$ cat src/rtl/i2c_master_ctrl_if.sv
`default_nettype none
// =============================================================================
// Module   : i2c_master_ctrl_if
// Brief    : Command handshake and SCL/SDA pad bundle for i2c_master_ctrl.
// Revision : 1.0 - initial release
// =============================================================================
interface i2c_master_ctrl_if;
    logic       cmd_valid;
    logic       cmd_ready;
    logic [1:0] cmd;
    logic [7:0] tx_data;
    logic       rx_nack;
    logic [7:0] rx_data;
    logic       done;
    logic       nack;
    logic       cmd_err;
    logic       busy;
    logic       scl_o;
    logic       scl_i;
    logic       sda_oe;
    logic       sda_i;

    // master: the I2C controller itself
    modport master (
        input  cmd_valid, cmd, tx_data, rx_nack, scl_i, sda_i,
        output cmd_ready, rx_data, done, nack, cmd_err, busy, scl_o, sda_oe
    );

    // slave: the host/register-file and pad side
    modport slave (
        output cmd_valid, cmd, tx_data, rx_nack, scl_i, sda_i,
        input  cmd_ready, rx_data, done, nack, cmd_err, busy, scl_o, sda_oe
    );
endinterface
`default_nettype wire

$ cat src/rtl/i2c_master_ctrl.sv
`default_nettype none
// =============================================================================
// Module   : i2c_master_ctrl
// Brief    : Byte-level I2C master sequencer (START/WRITE/READ/STOP) with a
//            quarter-phase SCL timer. Optional slave clock stretching is
//            enabled by defining I2C_CLK_STRETCH_EN.
// Revision : 1.0 - initial release
// =============================================================================
module i2c_master_ctrl #(
    parameter int FCOUNT = 1000
) (
    input  logic               clk,
    input  logic               reset,
    i2c_master_ctrl_if.master  bus
);
    localparam int Q  = FCOUNT / 4;
    localparam int QW = (Q > 1) ? $clog2(Q) : 1;
    localparam logic [QW-1:0] c_Q_LAST = QW'(Q - 1);
    localparam logic [QW-1:0] c_Q_END  = QW'(Q - 2);

    localparam logic [1:0] c_CMD_START = 2'd0;
    localparam logic [1:0] c_CMD_WRITE = 2'd1;
    localparam logic [1:0] c_CMD_READ  = 2'd2;

    typedef enum logic [2:0] {
        S_IDLE  = 3'd0,
        S_START = 3'd1,
        S_DATA  = 3'd2,
        S_ACK   = 3'd3,
        S_STOP  = 3'd4,
        S_HOLD  = 3'd5
    } state_t;

    state_t          r_state;
    logic [QW-1:0]   r_qcnt;
    logic [1:0]      r_phase;
    logic [2:0]      r_bit;
    logic [6:0]      r_tx;
    logic [7:0]      r_rx;
    logic            r_is_read;
    logic            r_rx_nack;
    logic            r_nack_smp;
    logic            r_scl;
    logic            r_sda_oe;
    logic            r_cmd_ready;
    logic            r_busy;
    logic            r_done;
    logic            r_nack;
    logic            r_cmd_err;
    logic [7:0]      r_rx_data;

    logic w_accept;
    logic w_stall;
    logic w_q_last;
    logic w_sample;
    logic w_finish;

`ifdef I2C_CLK_STRETCH_EN
    // Slave holds SCL low while we release it in Q1: freeze the timer.
    assign w_stall = (r_phase == 2'd1) & r_scl & ~bus.scl_i;
`else
    logic w_unused_scl_i;
    assign w_unused_scl_i = bus.scl_i;
    assign w_stall        = 1'b0;
`endif

    assign w_accept = bus.cmd_valid & r_cmd_ready;
    assign w_q_last = (r_qcnt == c_Q_LAST);
    assign w_sample = (r_phase == 2'd1) & w_q_last;
    // Single-bit commands hand over one cycle early so the done cycle is
    // the final cycle of Q3 and a new command can be accepted in it.
    assign w_finish = (r_phase == 2'd3) & (r_qcnt == c_Q_END) &
                      ((r_state == S_START) | (r_state == S_ACK) | (r_state == S_STOP));

    always_ff @(posedge clk) begin
        if (reset) begin
            r_state     <= S_IDLE;
            r_qcnt      <= '0;
            r_phase     <= 2'd0;
            r_bit       <= 3'd0;
            r_tx        <= 7'd0;
            r_rx        <= 8'd0;
            r_is_read   <= 1'b0;
            r_rx_nack   <= 1'b0;
            r_nack_smp  <= 1'b0;
            r_scl       <= 1'b1;
            r_sda_oe    <= 1'b0;
            r_cmd_ready <= 1'b1;
            r_busy      <= 1'b0;
            r_done      <= 1'b0;
            r_nack      <= 1'b0;
            r_cmd_err   <= 1'b0;
            r_rx_data   <= 8'd0;
        end else begin
            r_done    <= 1'b0;
            r_cmd_err <= 1'b0;
            case (r_state)
                S_IDLE, S_HOLD: begin
                    if (w_accept) begin
                        r_qcnt  <= '0;
                        r_phase <= 2'd0;
                        r_bit   <= 3'd0;
                        if (bus.cmd == c_CMD_START) begin
                            r_state     <= S_START;
                            r_scl       <= (r_state == S_IDLE);
                            r_sda_oe    <= 1'b0;
                            r_cmd_ready <= 1'b0;
                            r_busy      <= 1'b1;
                        end else if (r_state == S_IDLE) begin
                            r_cmd_err <= 1'b1;
                        end else if ((bus.cmd == c_CMD_WRITE) || (bus.cmd == c_CMD_READ)) begin
                            r_state     <= S_DATA;
                            r_tx        <= bus.tx_data[6:0];
                            r_is_read   <= (bus.cmd == c_CMD_READ);
                            r_rx_nack   <= bus.rx_nack;
                            r_scl       <= 1'b0;
                            r_sda_oe    <= (bus.cmd == c_CMD_WRITE) & ~bus.tx_data[7];
                            r_cmd_ready <= 1'b0;
                        end else begin
                            r_state     <= S_STOP;
                            r_scl       <= 1'b0;
                            r_sda_oe    <= 1'b1;
                            r_cmd_ready <= 1'b0;
                        end
                    end
                end
                default: begin
                    if (!w_stall) begin
                        if (w_sample && (r_state == S_DATA)) begin
                            r_rx <= {r_rx[6:0], bus.sda_i};
                        end
                        if (w_sample && (r_state == S_ACK)) begin
                            r_nack_smp <= bus.sda_i;
                        end
                        if (w_finish) begin
                            r_done      <= 1'b1;
                            r_cmd_ready <= 1'b1;
                            if (r_state == S_STOP) begin
                                r_state  <= S_IDLE;
                                r_scl    <= 1'b1;
                                r_sda_oe <= 1'b0;
                                r_busy   <= 1'b0;
                            end else begin
                                r_state <= S_HOLD;
                                r_scl   <= 1'b0;
                                if (r_state == S_ACK) begin
                                    if (r_is_read) begin
                                        r_rx_data <= r_rx;
                                    end else begin
                                        r_nack <= r_nack_smp;
                                    end
                                end
                            end
                        end else if (w_q_last) begin
                            r_qcnt  <= '0;
                            r_phase <= r_phase + 2'd1;
                            case (r_phase)
                                2'd0: r_scl <= 1'b1;
                                2'd1: begin
                                    r_scl <= 1'b1;
                                    if (r_state == S_START) r_sda_oe <= 1'b1;
                                    if (r_state == S_STOP)  r_sda_oe <= 1'b0;
                                end
                                2'd2: r_scl <= 1'b0;
                                default: begin
                                    // Only DATA reaches the end of Q3 here.
                                    r_scl <= 1'b0;
                                    if (r_bit == 3'd7) begin
                                        r_state  <= S_ACK;
                                        r_bit    <= 3'd0;
                                        r_sda_oe <= r_is_read & ~r_rx_nack;
                                    end else begin
                                        r_bit    <= r_bit + 3'd1;
                                        r_tx     <= {r_tx[5:0], 1'b0};
                                        r_sda_oe <= ~r_is_read & ~r_tx[6];
                                    end
                                end
                            endcase
                        end else begin
                            r_qcnt <= r_qcnt + 1'b1;
                        end
                    end
                end
            endcase
        end
    end

    assign bus.cmd_ready = r_cmd_ready;
    assign bus.rx_data   = r_rx_data;
    assign bus.done      = r_done;
    assign bus.nack      = r_nack;
    assign bus.cmd_err   = r_cmd_err;
    assign bus.busy      = r_busy;
    assign bus.scl_o     = r_scl;
    assign bus.sda_oe    = r_sda_oe;
endmodule
`default_nettype wire

$ cat src/flat_wrapper.sv
// flat-port wrapper written by rule: the top's interface ports become plain ports
module i2c_master_ctrl_flat 
#(
    parameter int FCOUNT = 1000
)
  (clk, reset, bus_cmd_valid, bus_cmd, bus_tx_data, bus_rx_nack, bus_scl_i, bus_sda_i, bus_cmd_ready, bus_rx_data, bus_done, bus_nack, bus_cmd_err, bus_busy, bus_scl_o, bus_sda_oe);
  i2c_master_ctrl_if bus_i ();
  input  logic clk;
  input  logic reset;
  input wire logic [$bits(bus_i.cmd_valid)-1:0] bus_cmd_valid;
  input wire logic [$bits(bus_i.cmd)-1:0] bus_cmd;
  input wire logic [$bits(bus_i.tx_data)-1:0] bus_tx_data;
  input wire logic [$bits(bus_i.rx_nack)-1:0] bus_rx_nack;
  input wire logic [$bits(bus_i.scl_i)-1:0] bus_scl_i;
  input wire logic [$bits(bus_i.sda_i)-1:0] bus_sda_i;
  output wire logic [$bits(bus_i.cmd_ready)-1:0] bus_cmd_ready;
  output wire logic [$bits(bus_i.rx_data)-1:0] bus_rx_data;
  output wire logic [$bits(bus_i.done)-1:0] bus_done;
  output wire logic [$bits(bus_i.nack)-1:0] bus_nack;
  output wire logic [$bits(bus_i.cmd_err)-1:0] bus_cmd_err;
  output wire logic [$bits(bus_i.busy)-1:0] bus_busy;
  output wire logic [$bits(bus_i.scl_o)-1:0] bus_scl_o;
  output wire logic [$bits(bus_i.sda_oe)-1:0] bus_sda_oe;
  assign bus_i.cmd_valid = bus_cmd_valid;
  assign bus_i.cmd = bus_cmd;
  assign bus_i.tx_data = bus_tx_data;
  assign bus_i.rx_nack = bus_rx_nack;
  assign bus_i.scl_i = bus_scl_i;
  assign bus_i.sda_i = bus_sda_i;
  assign bus_cmd_ready = bus_i.cmd_ready;
  assign bus_rx_data = bus_i.rx_data;
  assign bus_done = bus_i.done;
  assign bus_nack = bus_i.nack;
  assign bus_cmd_err = bus_i.cmd_err;
  assign bus_busy = bus_i.busy;
  assign bus_scl_o = bus_i.scl_o;
  assign bus_sda_oe = bus_i.sda_oe;
  i2c_master_ctrl #(.FCOUNT(FCOUNT)) u_core (.clk(clk), .reset(reset), .bus(bus_i));
endmodule
$ cat config.mk
export PLATFORM = sky130hd
export DESIGN_NAME = i2c_master_ctrl_flat
export DESIGN_NICKNAME = d
export VERILOG_FILES = /design/src/rtl/i2c_master_ctrl_if.sv /design/src/rtl/i2c_master_ctrl.sv /design/src/flat_wrapper.sv
export SDC_FILE = /design/constraint.sdc
export NUM_CORES = 1
export LEC_CHECK = 0
export ABC_CLOCK_PERIOD_IN_PS = 2400
export CAP_MARGIN = 20
export CORE_MARGIN = 1.5
export CORE_UTILIZATION = 44
export DETAILED_ROUTE_END_ITERATION = 10
export MAX_ROUTING_LAYER = met4
export PLACE_DENSITY = 0.65
export SLEW_MARGIN = 25
export SYNTH_ARGS = -nofsm -noshare
export SYNTH_HDL_FRONTEND = slang
export SYNTH_SLANG_ARGS = --single-unit
export TNS_END_PERCENT = 100
$ cat constraint.sdc
create_clock -name clk -period 2.4 [get_ports clk]
set_input_delay 0.6 -clock clk [delete_from_list [all_inputs] [get_ports clk]]
set_output_delay 0.6 -clock clk [all_outputs]
set_load 0.05 [all_outputs]
==> results by stage <==
Status:
- The flow ran to the end, and the final reports show no timing, DRC or antenna violations.

Floorplanning:
- In this run the standard cell core region covers 5960 um2.
- The I/O pin count is 31.
- The die covers 6670 um2.
- The chip height is 81.7 um.
- The site row count is 28.
- The starting density of the core is 45.7%.
- The die width is 81.7 um.

Logic synthesis:
- The predominant post-synthesis flop cell is sky130_fd_sc_hd__dfxtp_1.
- The synthesized netlist contains 69 unique library cells.
- The synthesized design contains 49 register bits.
- In this run, synthesis inferred 0 flip-flops with an integrated enable.
- The part of the Yosys area used for sequential elements is 36.0%.
- The net count after synthesis is 333.
- Sorting the synthesized cells by area gives the leading types as sky130_fd_sc_hd__dfxtp_1 36%, sky130_fd_sc_hd__mux2i_1 8.1%, sky130_fd_sc_hd__ha_1 6.4%, sky130_fd_sc_hd__a21oi_1 4.4%, sky130_fd_sc_hd__nor2_1 4.4%.
- The average instance in the mapped netlist occupies 8.99 um2.
- The simple-gate area share of the yosys netlist is 24.1%.
- The synthesized instance count is 303.
- The async set or reset register ratio after synthesis is 0%.
- Of the post-synthesis cell area, the part taken by muxes is 11.4%.
- The biggest area contributor in the post-synthesis netlist is sky130_fd_sc_hd__dfxtp_1.
- The largest family of logic cells by synthesized area is simple AND/OR/NAND/NOR gates.
- Of the total synthesized cell area, the portion taken by full adders, half adders and majority gates is 6.43%.
- In this run the biggest area consumer among cell types represents 36.0% of the synthesized area.
- The area fraction in compound gates after synthesis is 17.2%.
- The synthesized netlist occupies a cell area of 2720 um2.
- The post-synthesis share of cell area spent on xor and xnor gates is 0.643%.
- The total number of yosys warnings is 0.

Layout:
- Compared with the post-synthesis result, the final layout area differs by 22.1%.
- The final-layout fill cell count is 577.
- The layout net count is 381.
- Cells with a size suffix above 1 make up 15.9% of the layout.
- The top cell types in the final layout, fill and taps aside, are 49 x sky130_fd_sc_hd__dfxtp_1, 32 x sky130_fd_sc_hd__nor2_1, 29 x sky130_fd_sc_hd__nand2_1, 29 x sky130_fd_sc_hd__clkdlybuf4s50_1.
- The number of inserted diodes is 0.
- Leaving out fill and tap cells, the most frequent cell in the layout is sky130_fd_sc_hd__dfxtp_1.
- Leaving out filler cells and counting taps, the final layout contains 427.

Global route:
- The number of antenna violations at the first check in global routing is 0.
- The number of global-route vias before repair came to 2120.
- Entering global routing, the biggest net connects 23 pins.
- The final global-route overflow total is 0.
- The first global-routing pass estimated 9.78 mm of wire.
- For met2 alone, demand over resource in global routing was 32.3%.
- The met3 demand-to-capacity share in global routing is 4.00%.
- The routing usage on met1 is 25.8%.
- The layer carrying the most global-route usage is met2.
- The total global routing track utilization is 19.7%.

Critical path:
- The worst path required time is 2.60 ns.
- The worst setup path is captured at a flip-flop.
- The cell count of the worst reg-to-reg path is 5.
- The type of origin of the critical path is an input pin.
- The launching point of the worst reg2reg path is u_core.r_state[0].
- The worst register-to-register path has a setup slack of 0.20 ns.
- At the worst endpoint, the arrival time is 2.49 ns.
- The endpoint identified for the worst register-to-register timing path is u_core.r_qcnt[5].
- The peak fanout along the critical path is 7.
- The kind of critical path is input pin to flip-flop.

Power:
- In this run the power density over the cells is 835 nW/um2.
- Overall power consumption after layout is estimated at 2.78 mW.
- The standby leakage power is 1.39 nW.
- The peak ir drop on the vdd network is 675 uV.

Clock network:
- The CTS H-tree depth is 2.
- The count of clock tree sinks is 49.
- The master cell of the clock root buffer is sky130_fd_sc_hd__clkbuf_8.
- The maximum number of buffers from clock root to sink is 2.
- TritonCTS built the clock tree.
- In this run, CTS created clock tree buffers numbering 5.
- The clock transition time at the flip-flop clock pins of the worst setup and hold paths is 0.10 ns.
- The later pin in the worst-skew pair is clocked with a latency of 0.31 ns.
- Buffers added to address setup during post-CTS repair amount to 0.

Routing:
- After the first detailed-routing iteration, the DRC count stood at 130.
- Summing over every cut layer, the via total after detailed routing is 2338.
- The final wirelength is 6.10 mm.
- Using the TritonRoute via totals, the vias-per-cell ratio works out to 5.48.
- The detailed-route wire length per cell is 14.3 um.
- For this run, design rule violations remaining after detail routing come to 0.
- The length of the first detailed-routing pass in iterations is 5.
- The number of nets still failing antenna checks after routing is 0.

STA:
- The count of final max-slew check failures was 0.
- The worst-case headroom to the max-slew limit is 56.1%.
- The slew at the pin closest to its max-slew limit is 0.648 ns.
- Setup repair after global routing left no endpoint under its margin.
- The hold violation total from the final report is 0.
- The final critical-path setup slack is 0.118 ns.
- The maximum clock frequency is 438 MHz.
- Setup violations remaining at the end of the flow were counted as 0.
- The routed design could run at a clock period as short as 2.28 ns.
- The share of the clock period used by the worst path after layout is 95.1%.
- The clock arrives with 0.00788 ns of skew.

Placed design:
- Timing analysis after detailed placement gives a worst setup slack of -0.258 ns.
- The final weighted congestion of routability-driven global placement is 0.915.
- The number of port buffers is 29.
- The total instance count after detailed placement is 419.
- Detailed placement finished with a half-perimeter wire length of 4.54 mm.

Min path:
- The path with the worst hold slack has its endpoint at u_core.r_bit[1].
- The path class of the tightest hold or removal check is flip-flop to flip-flop.
- In this run the most critical hold path is launched from u_core.r_bit[1].
- The hold path depth is 2.

Job:
- Across the run, the number of max-cap violations was 0.
[routing by layer]
metal  part of all wire [%]  vias to the layer above
met4                   0.44                        0
li1                       -                     1176
met5                      0                        -
met1                     49                     1098
met3                    4.7                        4
met2                     46                       60
[cell families after synthesis]
family                     Yosys count
and+or+nand+nor                    120
AOI/OAI and AO/OA                   65
DFF                                 49
muxes                               28
buffers and inverters               25
adders and majority gates           14
xor gates and xnor gates             2
[worst max-delay path, stage by stage]
cell and delay, ns:
sky130_fd_sc_hd__clkdlybuf4s50_1 0.48, sky130_fd_sc_hd__inv_1 0.06, sky130_fd_sc_hd__ha_1 0.30, sky130_fd_sc_hd__nand2_1 0.07, sky130_fd_sc_hd__o32a_1 0.33, sky130_fd_sc_hd__o22ai_2 0.19
sky130_fd_sc_hd__o21ai_4 0.14, sky130_fd_sc_hd__mux2_4 0.32
[stage by stage]
| step | utilization [%] | instance area [um2] | hold slack (ns) | TNS, ns |
|---|---|---|---|---|
| 5_1_grt | 55.9 | 3330 | 0.494 | 0 |
| 3_5_place_dp | 54.1 | 3220 | 0.452 | -2.16 |
| 4_1_cts | 55.8 | 3320 | 0.466 | 0 |
| 3_3_place_gp | 54.1 | 3220 | 0.441 | -1.95 |
| 6_report | 55.9 | 3330 | 0.460 | 0 |
| 2_1_floorplan | - | 2720 | 0.432 | 0 |
[registers in the layout, indices dropped and copies added (netlist names)]
signal and cells:
u_core.bus.cmd_err 1, u_core.r_is_read 1, u_core.r_rx 8, u_core.bus.nack 1, u_core.bus.scl_o 1, u_core.bus.busy 1
u_core.r_phase 2, u_core.r_tx 7, u_core.r_nack_smp 1, u_core.bus.done 1, u_core.r_state 3, u_core.bus.cmd_ready 1
u_core.bus.rx_data 8, u_core.r_qcnt 8, u_core.r_rx_nack 1, u_core.r_bit 3, u_core.bus.sda_oe 1
[Yosys cell counts, types with 2 or more instances]
cell	number
sky130_fd_sc_hd__dfxtp_1	49
sky130_fd_sc_hd__nor2_1	32
sky130_fd_sc_hd__nand2_1	29
sky130_fd_sc_hd__a21oi_1	24
sky130_fd_sc_hd__mux2i_1	22
sky130_fd_sc_hd__ha_1	14
sky130_fd_sc_hd__inv_1	12
sky130_fd_sc_hd__nand3_1	10
sky130_fd_sc_hd__nor2b_1	7
sky130_fd_sc_hd__nor3_1	7
sky130_fd_sc_hd__mux2_4	6
sky130_fd_sc_hd__o21ai_0	6
sky130_fd_sc_hd__or3_1	6
sky130_fd_sc_hd__clkbuf_1	5
sky130_fd_sc_hd__a22oi_1	4
sky130_fd_sc_hd__buf_2	4
sky130_fd_sc_hd__o21ai_1	4
sky130_fd_sc_hd__and3_1	3
sky130_fd_sc_hd__nand4_1	3
sky130_fd_sc_hd__a211oi_1	2
sky130_fd_sc_hd__a21o_1	2
sky130_fd_sc_hd__a31oi_1	2
sky130_fd_sc_hd__buf_4	2
sky130_fd_sc_hd__o22ai_1	2
sky130_fd_sc_hd__or2_1	2
[worst max path at each step]
| stage | slack, ns | to | cells past startpoint | from |
|---|---|---|---|---|
| final | 0.12 | u_core.r_tx[5] | 8 | bus_cmd[0] |
| after global routing | 0.02 | u_core.r_qcnt[4] | 5 | u_core.r_state[0] |
| after CTS | 0.06 | u_core.r_tx[5] | 8 | bus_cmd[0] |
| after detailed placement | -0.26 | u_core.r_tx[5] | 8 | bus_cmd[0] |
| after global placement | -0.24 | u_core.r_tx[4] | 8 | bus_cmd[0] |
| after floorplan | 0.35 | u_core.r_tx[1] | 7 | bus_cmd[0] |
[final cells by class]
type | instances | area, um2 | area share, %
tap | 75 | 93.8 | 2.82
multi-input combinational | 229 | 1640 | 49.2
timing repair buffer | 53 | 470 | 14.1
sequential | 49 | 981 | 29.5
inverter | 13 | 48.8 | 1.47
clock buffer | 5 | 68.8 | 2.07
clock inverter | 3 | 28.8 | 0.865
[timing repair]
item | CTS | global route
setup endpoints to repair | 0 | 6
resized for setup | 0 | 1
hold buffers | 0 | 0
[power by group]
part           internal (mW)  leakage (nW)  switching [mW]
Clock                  0.219        0.0506           0.313
Sequential             0.869         0.396          0.0875
Combinational          0.530         0.944           0.760
Total                   1.62          1.39            1.16
No activity file was read; power rests on OpenSTA's default activity.
